### src/rtl/misere_board_engine.sv
`default_nettype none
// ============================================================================
// misere_board_engine : N x N board, K-in-a-row move engine with misere rule
// Rev 1.0
// ============================================================================
module misere_board_engine #(
  parameter int N      = 3,
  parameter int K      = 3,
  parameter int MISERE = 1,
  parameter int PW     = 7
) (
  input  logic          clock,
  input  logic          resetn,
  input  logic          new_game,
  input  logic          move_valid,
  input  logic [PW-1:0] move_pos,
  input  logic [1:0]    move_sym,
  output logic          move_ready,
  output logic          illegal,
  output logic [1:0]    turn,
  output logic          game_over,
  output logic [1:0]    result,
  input  logic [PW-1:0] rd_pos,
  output logic [1:0]    rd_sym
);

  localparam int                c_CELLS = N * N;
  localparam logic signed [4:0] c_NS    = 5'(N);

  typedef enum logic [1:0] {
    IDLE   = 2'd0,
    WRITE  = 2'd1,
    SCAN   = 2'd2,
    DECIDE = 2'd3
  } state_t;

  state_t      r_state;
  logic [1:0]  r_board [c_CELLS];
  logic [PW-1:0] r_pos;
  logic [1:0]  r_sym, r_turn, r_result, r_mover, r_dir;
  logic        r_game_over, r_illegal, r_back, r_found;
  logic [2:0]  r_org_row, r_org_col, r_cur_row, r_cur_col;
  logic [3:0]  r_count;

  logic [1:0]        w_tgt, w_rd, w_ncell;
  logic [2:0]        w_pos_row, w_pos_col;
  logic signed [4:0] w_dr, w_dc, w_nr, w_nc;
  logic              w_inb, w_match, w_full, w_bad;

  always_comb begin
    w_tgt     = 2'b00;
    w_rd      = 2'b00;
    w_pos_row = 3'd0;
    w_pos_col = 3'd0;
    w_full    = 1'b1;
    for (int i = 0; i < c_CELLS; i++) begin
      if (move_pos == PW'(i)) w_tgt = r_board[i];
      if (rd_pos == PW'(i))   w_rd  = r_board[i];
      if (r_pos == PW'(i)) begin
        w_pos_row = 3'(i / N);
        w_pos_col = 3'(i % N);
      end
      if (r_board[i] == 2'b00) w_full = 1'b0;
    end
  end

  // Neighbour of the scan cursor along the current direction and leg
  always_comb begin
    w_dr = 5'sd0;
    w_dc = 5'sd1;
    case (r_dir)
      2'd1:    begin w_dr = 5'sd1; w_dc = 5'sd0;  end
      2'd2:    begin w_dr = 5'sd1; w_dc = 5'sd1;  end
      2'd3:    begin w_dr = 5'sd1; w_dc = -5'sd1; end
      default: ;
    endcase
    if (r_back) begin
      w_dr = -w_dr;
      w_dc = -w_dc;
    end
    w_nr  = $signed({2'b00, r_cur_row}) + w_dr;
    w_nc  = $signed({2'b00, r_cur_col}) + w_dc;
    w_inb = (w_nr >= 5'sd0) && (w_nr < c_NS) && (w_nc >= 5'sd0) && (w_nc < c_NS);
    w_ncell = 2'b00;
    for (int r = 0; r < N; r++) begin
      for (int c = 0; c < N; c++) begin
        if (w_nr == 5'(r) && w_nc == 5'(c)) w_ncell = r_board[r*N + c];
      end
    end
    w_match = w_inb && (w_ncell == r_sym);
  end

  assign w_bad = (move_pos >= PW'(c_CELLS)) || (w_tgt != 2'b00) ||
                 (move_sym == 2'b00) || (move_sym == 2'b11) || r_game_over;

  always_ff @(posedge clock or negedge resetn) begin
    if (!resetn) begin
      r_state     <= IDLE;
      for (int i = 0; i < c_CELLS; i++) r_board[i] <= 2'b00;
      r_turn      <= 2'b01;
      r_result    <= 2'b00;
      r_game_over <= 1'b0;
      r_illegal   <= 1'b0;
      r_pos       <= '0;
      r_sym       <= 2'b00;
      r_mover     <= 2'b00;
      r_dir       <= 2'd0;
      r_back      <= 1'b0;
      r_found     <= 1'b0;
      r_org_row   <= 3'd0;
      r_org_col   <= 3'd0;
      r_cur_row   <= 3'd0;
      r_cur_col   <= 3'd0;
      r_count     <= 4'd0;
    end else if (new_game) begin
      // Any in-flight move or simultaneous request is simply dropped
      r_state     <= IDLE;
      for (int i = 0; i < c_CELLS; i++) r_board[i] <= 2'b00;
      r_turn      <= 2'b01;
      r_result    <= 2'b00;
      r_game_over <= 1'b0;
      r_illegal   <= 1'b0;
      r_found     <= 1'b0;
    end else begin
      r_illegal <= 1'b0;
      case (r_state)
        IDLE: begin
          if (move_valid) begin
            if (w_bad) begin
              r_illegal <= 1'b1;
            end else begin
              r_pos   <= move_pos;
              r_sym   <= move_sym;
              r_state <= WRITE;
            end
          end
        end
        WRITE: begin
          for (int i = 0; i < c_CELLS; i++) begin
            if (r_pos == PW'(i)) r_board[i] <= r_sym;
          end
          r_mover   <= r_turn;
          r_org_row <= w_pos_row;
          r_org_col <= w_pos_col;
          r_cur_row <= w_pos_row;
          r_cur_col <= w_pos_col;
          r_dir     <= 2'd0;
          r_back    <= 1'b0;
          r_count   <= 4'd1;
          r_found   <= 1'b0;
          r_state   <= SCAN;
        end
        SCAN: begin
          // A leg can never exceed K-1 steps: the run count hits K first
          if (w_match) begin
            r_cur_row <= w_nr[2:0];
            r_cur_col <= w_nc[2:0];
            r_count   <= r_count + 4'd1;
            if (r_count + 4'd1 == 4'(K)) begin
              r_found <= 1'b1;
              r_state <= DECIDE;
            end
          end else begin
            r_cur_row <= r_org_row;
            r_cur_col <= r_org_col;
            if (!r_back) begin
              r_back <= 1'b1;
            end else begin
              r_back  <= 1'b0;
              r_count <= 4'd1;
              if (r_dir == 2'd3) r_state <= DECIDE;
              else               r_dir   <= r_dir + 2'd1;
            end
          end
        end
        DECIDE: begin
          if (r_found) begin
            r_game_over <= 1'b1;
            r_result    <= (MISERE != 0) ? ~r_mover : r_mover;
          end else if (w_full) begin
            r_game_over <= 1'b1;
            r_result    <= 2'b11;
          end else begin
            r_turn <= ~r_turn;
          end
          r_state <= IDLE;
        end
        default: r_state <= IDLE;
      endcase
    end
  end

  assign move_ready = (r_state == IDLE);
  assign illegal    = r_illegal;
  assign turn       = r_turn;
  assign game_over  = r_game_over;
  assign result     = r_result;
  assign rd_sym     = w_rd;

endmodule
`default_nettype wire

### config.mk
export PLATFORM = sky130hd
export DESIGN_NAME = misere_board_engine
export DESIGN_NICKNAME = d
export VERILOG_FILES = /design/src/rtl/misere_board_engine.sv
export SDC_FILE = /design/constraint.sdc
export NUM_CORES = 1
export LEC_CHECK = 0
export BUFFER_PORTS_ARGS = -buffer_cell sky130_fd_sc_hd__buf_2
export CORE_MARGIN = 3
export CORE_UTILIZATION = 55
export CTS_CLUSTER_DIAMETER = 120
export DETAILED_ROUTE_END_ITERATION = 8
export GPL_ROUTABILITY_DRIVEN = 1
export PLACE_DENSITY = 0.8
export RECOVER_POWER = 100
export SLEW_MARGIN = 20
export SYNTH_ARGS = -nofsm -noshare
export SYNTH_HDL_FRONTEND = slang
export SYNTH_SLANG_ARGS = --single-unit
### constraint.sdc
create_clock -name clock -period 3.5 [get_ports clock]
set_input_delay 0.7 -clock clock [delete_from_list [all_inputs] [get_ports clock]]
set_output_delay 0.7 -clock clock [all_outputs]
set_load 0.05 [all_outputs]
==> impl_metrics.py <==
metrics = {
    "timing": {
        "timing.final.crit_share": 1.02,
        "fmax_mhz": 280,
        "setup_ws_ns": -0.0691,
        "max_slew.worst_pin.slew_ns": 1.48,
        "relSlewSlack": 0.0105,
        "setup_viol": 4,
        "skew_ns": 0.00838,
        "rsz0062_at_grt": "true",
        "slew_viol_final": 0,
        "min_period_ns": 3.57,
        "hold_viol": 0,
    },
    "floorplan": {
        "start_util": 0.578,
        "die_x_um": 88.4,
        "io_pins": 29,
        "die_h_um": 88.4,
        "rows": 29,
        "coreArea_mm2": 0.00646,
        "die_area_mm2": 0.00782,
    },
    "placed_design": {
        "dp_hpwl_mm": 6.55,
        "place_inst": 491,
        "placed_area_mm2": 0.00407,
        "io_buffers": 28,
        "place.gp.congestion": 0.953,
    },
    "grt": {
        "grt_remaining_overflow": 0,
        "grt.total_usage": 0.253,
        "grt_util_met3": 0.0335,
        "use_met2": 0.408,
        "antenna_found_initial": 0,
        "grt_max_degree": 36,
        "met1_usage": 0.353,
        "grt_pass1_wl_mm": 15.4,
        "busiest_layer": "met2",
        "grt_pass1_vias": 3157,
    },
    "worst_setup_path": {
        "path_class": "flip-flop to flip-flop",
        "cp_num_buf_inv": 2,
        "crit_family": "adder cells",
        "worstPathRequired_ns": 3.69,
        "crit_slowest_cell": "fa_2",
        "cp_slowest_stage_delay_ns": 0.59,
        "reg2reg_slack_ns": -0.07,
        "worstPathMaxFanout": 7,
        "cp-end-kind": "flip-flop",
        "timing.rr.end": "r_state[1]$_DFFE_PN0P_",
        "cp-start-kind": "flip-flop",
        "worstPathArrival_ns": 3.76,
        "rr_worst_depth": 13,
        "worstReg2RegStart": "r_dir[0]$_DFFE_PN0P_",
        "crit_chain": "ha_2, inv_2, ha_4, a21oi_4, fa_2, buf_6, and3b_1, o21a_1, o211ai_1, mux2i_4, or4_4, a31o_4, mux2i_1",
    },
    "drt": {
        "routed_wl_mm": 9.34,
        "drc": 0,
        "num_vias": 3222,
        "viasPerCell": 6.37,
        "final_antenna_net_count": 0,
        "drt_iter0_drc": 160,
        "wire_per_inst_um": 18.5,
        "drtPass1Iterations": 5,
    },
    "run": {
        "maxCapViolations": 0,
    },
    "power": {
        "p_per_area_mw_per_mm2": 714,
        "vdd_drop_max_v": 0.000425,
        "power_leakage_nw": 1.94,
    },
    "clocking": {
        "htree_levels": 2,
        "cts_hold_buf": 0,
        "max-clock-path-buffers": 2,
        "cts.sink_count": 55,
        "cts_tree": "done",
        "clk_pin_slew_ns": 0.11,
        "cts_buffers": 5,
        "clkLatencyLatePin_ns": 0.31,
        "cts_root_buf": "clkbuf_8",
    },
    "run_status": {
        "violations": "setup timing",
        "status": "finished, violations left",
    },
    "synthesis": {
        "yosysTopAreaCellShare": 0.362,
        "synth_top_flop_cell": "dfrtp_1",
        "ys_seq_area_frac": 0.369,
        "async_flop_share": 1.00,
        "synth_seq_cells": 55,
        "synthDistinctLibCells": 72,
        "postSynthAreaPerCell_um2": 9.73,
        "synthesis.instances": 384,
        "synth_area_mm2": 0.00374,
        "post-synth-top-area-cell": "dfrtp_1",
        "syn_nets": 423,
        "yosys_warnings": 0,
        "synth_edf_count": 0,
        "synthTopCellsByArea": "dfrtp_1, mux2i_1, ha_1",
    },
    "min_path": {
        "min_to": "result[0]$_DFFE_PN0P_",
        "hold_depth": 1,
        "hp-start": "r_mover[0]$_DFFE_PN0P_",
        "hold_class": "flip-flop to flip-flop",
    },
    "cells_and_area": {
        "drive_above_1_share": 0.282,
        "area_growth_pct": 18.0,
        "n_antenna_cell": 0,
        "final_cells": 506,
        "layout.nets": 467,
        "fillers": 492,
        "finalInstanceArea_mm2": 0.00441,
        "multi_input_area_mm2": 0.00241,
        "regArea_mm2": 0.00138,
    },
}
[worst max-delay path by stage]
stage / start / slack [ns] / endpoint / depth (start not counted)
floorplan: r_dir[1]$_DFFE_PN0P_ / 0.02 / r_state[1]$_DFFE_PN0P_ / 14
detailed placement: r_dir[1]$_DFFE_PN0P_ / -0.19 / r_dir[0]$_DFFE_PN0P_ / 15
CTS: r_dir[0]$_DFFE_PN0P_ / -0.05 / r_state[1]$_DFFE_PN0P_ / 14
finish: r_dir[0]$_DFFE_PN0P_ / -0.07 / r_state[1]$_DFFE_PN0P_ / 13
global placement: r_dir[1]$_DFFE_PN0P_ / -0.07 / r_state[0]$_DFFE_PN0P_ / 14
global route: r_dir[0]$_DFFE_PN0P_ / -0.17 / r_count[2]$_DFFE_PN0P_ / 15
[worst register-to-register path: stages, from the launching register on]
cell and delay (ns):
dfrtp_1 0.44, ha_2 0.22, inv_2 0.05, ha_4 0.26
a21oi_4 0.05, fa_2 0.59, buf_6 0.14, and3b_1 0.19
o21a_1 0.17, o211ai_1 0.30, mux2i_4 0.13, or4_4 0.54
a31o_4 0.26, mux2i_1 0.11
[per-stage QoR]
| step | power, mW | setup WS (ns) | hold slack, ns | TNS [ns] | util |
|---|---|---|---|---|---|
| after floorplan | 1.98 | 0.0205 | 0.404 | 0 | - |
| after global placement | 2.43 | -0.0660 | 0.447 | -0.162 | 0.630 |
| after detailed placement | 2.48 | -0.193 | 0.453 | -1.06 | 0.630 |
| after CTS | 3.06 | -0.0453 | 0.392 | -0.0755 | 0.677 |
| after global routing | 3.34 | -0.168 | 0.506 | -1.29 | 0.683 |
| final | 3.15 | -0.0691 | 0.478 | -0.222 | 0.683 |
[cell usage after synthesis (3+ instances only)]
library cell and count:
nand2b_1 11, o211ai_1 4, and2_1 9, ha_1 18, nor2b_1 6, clkbuf_1 13, a211oi_1 5, mux2_2 10
mux4_2 4, buf_4 3, dfrtp_1 54, nor3_1 9, mux2i_1 25, xor2_1 4, nand3_1 9, nor2_1 39
a221o_1 3, nand2_1 21, inv_1 13, a21oi_1 21, nor4_1 9, o21ai_0 15, nor3b_1 3, xnor2_1 6
[metal layers]
metal  routed length, um  share of wire  vias to the layer above
met1                4050           0.43                     1583
met2                4620           0.49                      125
met3                 552          0.059                       20
met5                   0              0                        -
met4                 116          0.012                        0
li1                    -              -                     1494
[repair_timing]
action	in CTS	in global routing
pin swaps	14	6
endpoints found under the setup margin	12	12
buffers inserted	7	1
gates resized for setup	34	12
gates cloned	0	0
[state kept, by name, indices dropped and copies added, names as in the netlist, 3 cells and up]
signal     count
r_pos          7
r_cur_row      3
r_cur_col      3
r_count        4
r_board       18
[where the power goes]
part	internal, mW	switching, mW
Combinational	0.894	0.987
Clock	0.149	0.231
Sequential	0.743	0.145
Total	1.79	1.36
[area by class of cell]
| cell class | instances | share of cell area |
|---|---|---|
| multi-input cells | 295 | 0.547 |
| inverters | 13 | 0.0111 |
| clock buffers | 5 | 0.0156 |
| clock inverters | 3 | 0.00596 |
| repair buffers | 58 | 0.0860 |
| well taps | 77 | 0.0219 |
| flip-flops and latches | 55 | 0.312 |
[logic make-up after synthesis]
logic type / share of synthesized area
mux: 0.127
flops: 0.369
compound gates: 0.155
fa+ha+maj: 0.0656
simple gates: 0.218
buf+inv: 0.0419
xor+xnor: 0.0234
[cell usage in the layout, fill, tap and decap left out, drive strengths merged, types with 7 or more instances in the layout]
cell type	Yosys	final
mux2	10	10
inv	13	16
nor2	39	39
nand3	9	9
nor4	10	10
mux2i	26	26
nand2b	12	12
dfrtp	54	54
a21oi	21	21
clkbuf	14	9
ha	18	18
buf	7	54
o21ai	15	15
nor3	9	9
and2	10	10
nor2b	7	7
nand2	21	21
Power figures use the tool's default switching activity.
